--- src/rtl/uart_mmio_pkg.sv ---
// uart_mmio_pkg: shared constants for the UART MMIO controller.
//   - Register offsets relative to the I/O region base.
//   - Bit positions inside the status register.
package uart_mmio_pkg;

    localparam logic [27:0] OFF_STATUS = 28'h0;
    localparam logic [27:0] OFF_RXDATA = 28'h4;
    localparam logic [27:0] OFF_TXDATA = 28'h8;
    localparam logic [27:0] OFF_LEVELS = 28'hC;

    localparam int unsigned ST_TX_NOT_FULL  = 0;
    localparam int unsigned ST_RX_NOT_EMPTY = 1;
    localparam int unsigned ST_RX_OVF       = 2;

endpackage

--- src/rtl/sync_fifo.sv ---
// sync_fifo: single-clock circular FIFO.
//   i_clk, i_rst_n       clock, asynchronous active-low reset
//   i_push, i_wdata      write request and data
//   i_pop                read request (ignored while empty)
//   o_rdata              head entry, 0 while empty
//   o_full, o_empty      occupancy flags
//   o_count              entries held, 0..DEPTH
// A push while full is accepted only if a pop happens in the same cycle.
module sync_fifo #(
    parameter int unsigned WIDTH = 8,
    parameter int unsigned DEPTH = 8
) (
    input  logic                     i_clk,
    input  logic                     i_rst_n,
    input  logic                     i_push,
    input  logic [WIDTH-1:0]         i_wdata,
    input  logic                     i_pop,
    output logic [WIDTH-1:0]         o_rdata,
    output logic                     o_full,
    output logic                     o_empty,
    output logic [$clog2(DEPTH):0]   o_count
);

    localparam int unsigned AW = $clog2(DEPTH);
    localparam logic [AW:0]   CNT_FULL = (AW + 1)'(DEPTH);
    localparam logic [AW:0]   CNT_ONE  = (AW + 1)'(1);
    localparam logic [AW-1:0] PTR_ONE  = AW'(1);

    logic [WIDTH-1:0] r_mem [DEPTH];
    logic [AW-1:0]    r_wptr;
    logic [AW-1:0]    r_rptr;
    logic [AW:0]      r_count;
    logic             w_push;
    logic             w_pop;

    assign o_full  = (r_count == CNT_FULL);
    assign o_empty = (r_count == '0);
    assign o_count = r_count;
    assign o_rdata = o_empty ? '0 : r_mem[r_rptr];

    assign w_pop  = i_pop && !o_empty;
    assign w_push = i_push && (!o_full || w_pop);

    always_ff @(posedge i_clk or negedge i_rst_n) begin
        if (!i_rst_n) begin
            r_wptr  <= '0;
            r_rptr  <= '0;
            r_count <= '0;
        end else begin
            if (w_push) r_wptr <= r_wptr + PTR_ONE;
            if (w_pop)  r_rptr <= r_rptr + PTR_ONE;
            case ({w_push, w_pop})
                2'b10:   r_count <= r_count + CNT_ONE;
                2'b01:   r_count <= r_count - CNT_ONE;
                default: r_count <= r_count;
            endcase
        end
    end

    // Storage needs no reset: entries are only visible once pushed.
    always_ff @(posedge i_clk) begin
        if (w_push) r_mem[r_wptr] <= i_wdata;
    end

endmodule

--- src/rtl/uart_mmio_ctrl.sv ---
// uart_mmio_ctrl: memory-mapped UART sequencer for the CPU I/O region.
//   i_clk, i_rst_n                  clock, asynchronous active-low reset
//   i_addr, i_wdata, i_we, i_re     CPU data-memory access (single cycle)
//   o_rdata                         registered load result
//   o_uart_data_in(_valid), i_uart_data_in_ready    TX handshake to UART
//   i_uart_data_out(_valid), o_uart_data_out_ready  RX handshake from UART
// Registers: 0x0 status, 0x4 RX data (pop), 0x8 TX data (push), 0xC levels.
module uart_mmio_ctrl
    import uart_mmio_pkg::*;
#(
    parameter int unsigned DEPTH = 8,
    parameter logic [31:0] BASE  = 32'h8000_0000
) (
    input  logic        i_clk,
    input  logic        i_rst_n,
    input  logic [31:0] i_addr,
    input  logic [31:0] i_wdata,
    input  logic        i_we,
    input  logic        i_re,
    output logic [31:0] o_rdata,
    output logic [7:0]  o_uart_data_in,
    output logic        o_uart_data_in_valid,
    input  logic        i_uart_data_in_ready,
    input  logic [7:0]  i_uart_data_out,
    input  logic        i_uart_data_out_valid,
    output logic        o_uart_data_out_ready
);

    localparam int unsigned CW = $clog2(DEPTH) + 1;

    logic [31:0]   r_rdata;
    logic          r_ovf;

    logic          w_in_region;
    logic [27:0]   w_off;
    logic          w_wr;
    logic          w_rd;
    logic          w_rd_status;
    logic          w_tx_push;
    logic          w_tx_pop;
    logic          w_rx_pop;
    logic          w_ovf_set;
    logic [31:0]   w_rdata_d;

    logic          w_tx_full;
    logic          w_tx_empty;
    logic [CW-1:0] w_tx_count;
    logic          w_rx_full;
    logic          w_rx_empty;
    logic [CW-1:0] w_rx_count;
    logic [7:0]    w_rx_head;
    logic          w_unused_wdata;

    assign w_unused_wdata = ^i_wdata[31:8];

    assign w_in_region = (i_addr[31:28] == BASE[31:28]);
    assign w_off       = i_addr[27:0] - BASE[27:0];
    assign w_wr        = i_we && w_in_region;
    // A simultaneous store wins: the load side has no effect and returns 0.
    assign w_rd        = i_re && !i_we && w_in_region;
    assign w_rd_status = w_rd && (w_off == OFF_STATUS);

    // TX fullness is judged before the edge, so a drain in the same cycle
    // does not rescue a store into a full FIFO.
    assign w_tx_push = w_wr && (w_off == OFF_TXDATA) && !w_tx_full;
    assign w_tx_pop  = !w_tx_empty && i_uart_data_in_ready;

    assign w_rx_pop  = w_rd && (w_off == OFF_RXDATA) && !w_rx_empty;
    assign w_ovf_set = i_uart_data_out_valid && w_rx_full && !w_rx_pop;

    assign o_uart_data_in_valid  = !w_tx_empty;
    assign o_uart_data_out_ready = 1'b1;
    assign o_rdata               = r_rdata;

    sync_fifo #(
        .WIDTH (8),
        .DEPTH (DEPTH)
    ) u_tx_fifo (
        .i_clk   (i_clk),
        .i_rst_n (i_rst_n),
        .i_push  (w_tx_push),
        .i_wdata (i_wdata[7:0]),
        .i_pop   (w_tx_pop),
        .o_rdata (o_uart_data_in),
        .o_full  (w_tx_full),
        .o_empty (w_tx_empty),
        .o_count (w_tx_count)
    );

    // Push-while-full with a CPU pop is accepted inside the FIFO.
    sync_fifo #(
        .WIDTH (8),
        .DEPTH (DEPTH)
    ) u_rx_fifo (
        .i_clk   (i_clk),
        .i_rst_n (i_rst_n),
        .i_push  (i_uart_data_out_valid),
        .i_wdata (i_uart_data_out),
        .i_pop   (w_rx_pop),
        .o_rdata (w_rx_head),
        .o_full  (w_rx_full),
        .o_empty (w_rx_empty),
        .o_count (w_rx_count)
    );

    always_comb begin
        w_rdata_d = '0;
        if (w_rd) begin
            case (w_off)
                OFF_STATUS: begin
                    w_rdata_d[ST_TX_NOT_FULL]  = !w_tx_full;
                    w_rdata_d[ST_RX_NOT_EMPTY] = !w_rx_empty;
                    // Report an overflow that is being set this very cycle.
                    w_rdata_d[ST_RX_OVF]       = r_ovf || w_ovf_set;
                end
                OFF_RXDATA: w_rdata_d = {24'b0, w_rx_head};
                OFF_LEVELS: w_rdata_d = {16'b0, 8'(w_rx_count), 8'(w_tx_count)};
                default:    w_rdata_d = '0;
            endcase
        end
    end

    always_ff @(posedge i_clk or negedge i_rst_n) begin
        if (!i_rst_n) begin
            r_rdata <= '0;
            r_ovf   <= 1'b0;
        end else begin
            if (i_re) r_rdata <= w_rdata_d;
            if (w_ovf_set)        r_ovf <= 1'b1;
            else if (w_rd_status) r_ovf <= 1'b0;
        end
    end

endmodule

--- config.mk ---
export PLATFORM = sky130hd
export DESIGN_NAME = uart_mmio_ctrl
export DESIGN_NICKNAME = d
export VERILOG_FILES = /design/src/rtl/uart_mmio_pkg.sv /design/src/rtl/sync_fifo.sv /design/src/rtl/uart_mmio_ctrl.sv
export SDC_FILE = /design/constraint.sdc
export NUM_CORES = 1
export LEC_CHECK = 0
export ABC_AREA = 1
export CORE_ASPECT_RATIO = 1.1
export CORE_UTILIZATION = 38
export CTS_CLUSTER_DIAMETER = 100
export DETAILED_ROUTE_END_ITERATION = 8
export SYNTH_ARGS = -nofsm -noshare
export SYNTH_HDL_FRONTEND = slang
export SYNTH_SLANG_ARGS = --single-unit
--- constraint.sdc ---
create_clock -name i_clk -period 3.4 [get_ports i_clk]
set_input_delay 0.51 -clock i_clk [delete_from_list [all_inputs] [get_ports i_clk]]
set_output_delay 0.51 -clock i_clk [all_outputs]
set_load 0.03 [all_outputs]
Yosys cells after proc, flatten, opt, wreduce, memory -nomap -nowiden:

Memory sizes are Yosys's and may differ from the RTL's.
Cells that the tools add are included.

* flip-flop bits (word level): 53
* memory bits (writable): 128
* input bits: 78
* memories kept: 2

* $add $sub $neg: 8
* equality and inequality tests: 10
* mux-type cells: 13
* reduce and logical (&&, ||, !) cells: 30

Memory list
* u_rx_fifo.r_mem: depth 8, bits a word 8, read ports 1, clocked after memory_dff 0, write ports 1, line sync_fifo.sv:29 `logic [WIDTH-1:0] r_mem [DEPTH];`
* u_tx_fifo.r_mem: depth 8, bits a word 8, read ports 1, clocked after memory_dff 0, write ports 1, line sync_fifo.sv:29

Operators with widths (number)
* 28-bit by 4-bit == test with 1-bit output (second input constant): 2
* 32-bit two-way mux: 1
* 28-bit by 3-bit == test with 1-bit output (second input constant): 1
* 28-bit logical NOT: 1
* 9-bit one-hot mux with 2 select lines: 1
* 8-bit two-way mux: 2
* 4-bit one-hot mux with 2 select lines: 2
* 1-bit logical AND: 15
* 3-bit by 1-bit adder with 3-bit output (second input constant): 4
* 4-bit == test (second input constant): 3
* 3-bit one-hot mux with 3 select lines: 1
* 4-bit by 1-bit adder with 4-bit output (second input constant): 2
* 4-bit logical NOT: 2
* 4-bit by 1-bit subtractor with 4-bit output (second input constant): 2
* 1-bit logical NOT: 6
* 1-bit two-way mux: 6
* 2-bit nonzero test: 3
* 2-bit by 1-bit == test with 1-bit output (second input constant): 2
* 2-bit == test (second input constant): 2
* 1-bit logical OR: 3

Longest topological paths before layout:

* word-level depth: 10
* mapped depth: 17
* gate-level depth less buffers: 17

By module:

From an unflattened synthesis, not the netlist that was laid out.

* cell total of the unflattened synthesis: 681
* area total of the unflattened synthesis: 7403.4 um^2

Modules (own cells, without submodules)
* sync_fifo at u_tx_fifo: times used 1, cells an instance 272, area each 3185.6 um^2, seq. area each 2172.1 um^2
* sync_fifo at u_rx_fifo: times used 1, cells an instance 271, area each 3166.8 um^2, seq. area each 2172.1 um^2
* uart_mmio_ctrl: times used 1, cells an instance 138, area each 1051.0 um^2, seq. area each 325.3 um^2

Worst setup path before layout:

OpenSTA, ideal clock, no wires.

* kind: input port to flip-flop
* start: input i_addr[28]
* end: register u_rx_fifo.r_count[3], in the netlist u_rx_fifo.o_count[3]
* arrival: 2.468 ns
* required time: 3.279 ns
* slack: 0.811 ns
* stages on the path: 15
* path through: nor2_1 -> nand3_2 -> nor2_2 -> nand3_2 -> inv_4 -> o21ai_1 -> ha_1 -> ha_1 -> nand2_1 -> nor2_1 -> a211oi_1 -> nor2_1 -> nor2_1 -> nand2_1 -> xor2_1

* cells in the longest elaborated chain, start to end: 9
* elaborated cells between the ends (all ways): 11
* those cells by class: eq/ne: 3; mux: 1; reduce/logical: 7

Ends and longest elaborated chain
* from (decl): line uart_mmio_ctrl.sv:16 `input logic [31:0] i_addr,`
* 4-bit == test (*): line uart_mmio_ctrl.sv:56 `assign w_in_region = (i_addr[31:28] == BASE[31:28]);`
* 1-bit logical AND (*): line uart_mmio_ctrl.sv:60 `assign w_rd = i_re && !i_we && w_in_region;`
* 1-bit logical AND (*) (2 in a row): line uart_mmio_ctrl.sv:68 `assign w_rx_pop = w_rd && (w_off == OFF_RXDATA) && !w_rx_empty;`
* 1-bit logical AND (*): line sync_fifo.sv:41 `assign w_pop = i_pop && !o_empty;`
* via u_rx_fifo.w_pop: line sync_fifo.sv:34 `logic w_pop;`
* 1-bit logical OR: line sync_fifo.sv:42 `assign w_push = i_push && (!o_full || w_pop);`
* 1-bit logical AND: line sync_fifo.sv:42
* 2-bit by 1-bit == test with 1-bit output / 2-bit == test (equally long branches): line sync_fifo.sv:52 `case ({w_push, w_pop})`
* 4-bit one-hot mux with 2 select lines / 2-bit nonzero test (equally long branches)
* to (signal assigned): line sync_fifo.sv:53 `2'b10: r_count <= r_count + CNT_ONE;`
* to (signal assigned): line sync_fifo.sv:54 `2'b01: r_count <= r_count - CNT_ONE;`
* to (signal assigned): line sync_fifo.sv:55 `default: r_count <= r_count;`
* to (decl): line sync_fifo.sv:32 `logic [AW:0] r_count;`

Mark *: on every way through the listed nets, which the timed path passes. The rest lies on a longest branch.
A chain may end at the register's enable or synchronous reset.

Final worst setup path:

* start: register u_tx_fifo.r_rptr[0]
* end: output o_uart_data_in[2]

* cells in the longest elaborated chain, start to end: 2

Ends and longest elaborated chain
* from (decl): line sync_fifo.sv:31 `logic [AW-1:0] r_rptr;`
* from (signal assigned): line sync_fifo.sv:51 `if (w_pop) r_rptr <= r_rptr + PTR_ONE;`
* memory read 8 x 8 bit
* 8-bit two-way mux: line sync_fifo.sv:39 `assign o_rdata = o_empty ? '0 : r_mem[r_rptr];`
* to (decl): line uart_mmio_ctrl.sv:21 `output logic [7:0] o_uart_data_in,`

No other way between the ends.

==> reports/qor.yml <==
placement:
  place_area_sq_um: 8274
  dp_hpwl_mm: 10.66
  numPortBuffers: 74
  globalplace.congestion: 0.7874
  place_inst: 1002
  post-place-ws_ns: 0.2089
clock_network:
  root_buffer: "clkbuf_16"
  cts.sinks: 161
  insertion_delay_ns: 0.43
  postCtsSetupBuffers: 0
  cts_tree: "done"
  cts-resized-gates: 0
  postCtsHoldBufs: 0
  cts-buffers-inserted: 17
  clk_pin_slew_ns: 0.07
  cts_max_level: 4
  clockBufferDepth: 2
timing:
  setup_slack_ns: 0.2801
  fin_worst_skew_ns: 0.01467
  hold_viol: 0
  finalMaxSlewViolations: 0
  post-route-period-util: 0.9176
  hold_slack_ns: 0.4817
  fin_crit_ns: 3.120
  worst_slew_pin_slew_ns: 0.5853
  rsz0062_at_grt: "false"
  setup_tns_ns: 0
  max_slew_margin: 0.6094
  max_freq_ghz: 0.3205
  setup_violations: 0
min_path:
  hold_depth: 2
  min_path_type: "reg -> reg"
power:
  power_density_nw_per_um2: 613.0
  finalPower_mw: 5.446
  power_leakage_nw: 3.442
  vdd_drop_max_mv: 0.3343
layout:
  antenna_cells: 0
  area.growth.synth_to_final_pct: 24.10
  final_cells: 1034
  fin_nets: 867
  fin_area_sq_um: 8885
  drive_gt1_frac: 0.1024
  postLayoutCoreUtil: 0.4825
worst_setup_path:
  cp_slowest_cell: "clkdlybuf4s50_1"
  path_common_cell: "o21ai_0"
  crit_type: "reg -> out"
  arrival_ns: 2.61
  crit_required_ns: 2.89
  worstSetupStartpointType: "flip-flop"
  cp_max_fo: 20
  path_cells: "buf_12 -> o21ai_0 -> o22ai_1 -> o21ai_0 -> a31oi_1 -> clkdlybuf4s50_1"
  r2r_cells: 16
  critPathCaptureType: "output pin"
  max_stage_delay_ns: 0.71
  rrSetupSlack_ns: 0.70
die:
  core-area_sq_um: 18410
  die_h_um: 146.0
  row_count: 52
  initial_core_util: 0.3888
  dieArea_sq_um: 19390
  io-pin-count: 120
  chipWidth_um: 132.9
grt:
  grt_pass1_wl_mm: 25.94
  grt_pass1_vias: 5118
  antenna_found_initial: 0
  grt_usage: 0.1762
  grt_max_degree: 35
  grt.overflow.total: 0
drt:
  drc_errors: 0
  vias: 5053
  ant_nets: 0
  via_per_inst: 4.887
  wire_per_inst_um: 15.49
  routed_wl_mm: 16.02
  drtIter0Drc: 297
  first_pass_iters: 4
synthesis:
  ys_ff_latch: 161
  yosysWarnings: 0
  synth.distinct_cells: 36
  ys_seq_area_frac: 0.6522
  synth_area_sq_um: 7159
  synthCells: 677
  synth_edf_count: 128
  synth_top_flop_cell: "edfxtp_1"
  async_reset_ff_frac: 0.2050
  syn_area_per_cell_sq_um: 10.58
outcome:
  outcome: "finished, final reports clean"
run:
  cap_violations: 0
==> power by group <==
part / internal (mW) / leakage (nW) / switching [mW]
Clock: 1.06 / 0.299 / 0.867
Combinational: 0.504 / 1.59 / 0.745
Sequential: 2.18 / 1.55 / 0.0946
==> cells in the final DEF (no fill, tap or decap), types with 2 or more instances in the layout <==
master,instances
nor2_2,3
nand2_2,2
inv_6,4
inv_2,8
inv_8,4
o21ai_0,73
nand3_1,18
clkdlybuf4s50_1,74
clkbuf_16,17
edfxtp_1,128
inv_1,39
nand3_2,2
a21oi_1,3
nor3b_1,2
ha_1,10
dfrtp_1,33
nor3_1,4
clkinv_4,3
o31ai_1,4
a31oi_1,9
o22ai_1,16
nor2_1,133
a22o_1,4
xnor2_1,3
xor2_1,9
nand4_1,3
conb_1,21
buf_4,29
o21ai_1,8
clkinv_8,3
nand2_1,111
==> worst max-delay path: cells and delay by family (launching register included) <==
kind	cells	cell delay, ns
AO/OA/AOI/OAI	4	0.58
buffers and inverters	2	0.93
flip-flops	1	0.66
==> layout make-up <==
class,count,area [sq um]
Inverter,49,186.4
Timing Repair Buffer,104,978.4
Multi-Input combinational cell,445,2136
Sequential cell,161,4669
Tap cell,243,304.0
Clock buffer,17,425.4
Fill cell,1667,9528
Clock inverter,15,185.2
==> routing by layer <==
metal	vias up	global-route usage	share of wire
met5	-	0	0
met4	0	0.05057	0.010
met3	18	0.03936	0.045
met2	124	0.3272	0.54
met1	2427	0.2003	0.40
li1	2484	-	-
==> logic make-up after synthesis <==
kind of cell	synth area share
XOR/XNOR	0.01468
AND/OR/NAND/NOR	0.1594
other	0.001049
adder cells (fa/ha/maj)	0.02027
flip-flops	0.6522
buffers and inverters	0.05942
AO/OA/AOI/OAI	0.09297
==> synth_stat cells, types with 9 or more instances <==
cell type,instances,area share
nor2_1,133,0.070
edfxtp_1,128,0.54
nand2_1,111,0.058
o21ai_0,73,0.051
inv_1,39,0.020
dfrtp_1,33,0.12
buf_4,21,0.022
nand3_1,18,0.013
o22ai_1,16,0.014
clkbuf_1,15,0.0079
ha_1,10,0.017
a31oi_1,9,0.0079
xor2_1,9,0.011
==> final timing paths <==
path / startpoint / to
max: u_tx_fifo.r_rptr[0] / o_uart_data_in[2]
min: o_rdata[2] / o_rdata[2]
max reg2reg: u_rx_fifo.o_count[1] / u_rx_fifo.o_count[3]
min reg2reg: o_rdata[2] / o_rdata[2]
max in group asynchronous: i_rst_n / u_tx_fifo.o_count[2]
min in group asynchronous: i_rst_n / o_rdata[9]
==> sequential cells by signal, indices dropped and copies added (netlist names) <==
register and count:
u_tx_fifo.r_mem 64, u_rx_fifo.r_mem 64, u_tx_fifo.r_wptr 3, u_tx_fifo.r_rptr 3, o_rdata 12, u_rx_fifo.o_count 4
u_rx_fifo.r_rptr 3, u_rx_fifo.r_wptr 3, u_tx_fifo.o_count 4, r_ovf 1
Power figures use the tool's default switching activity.
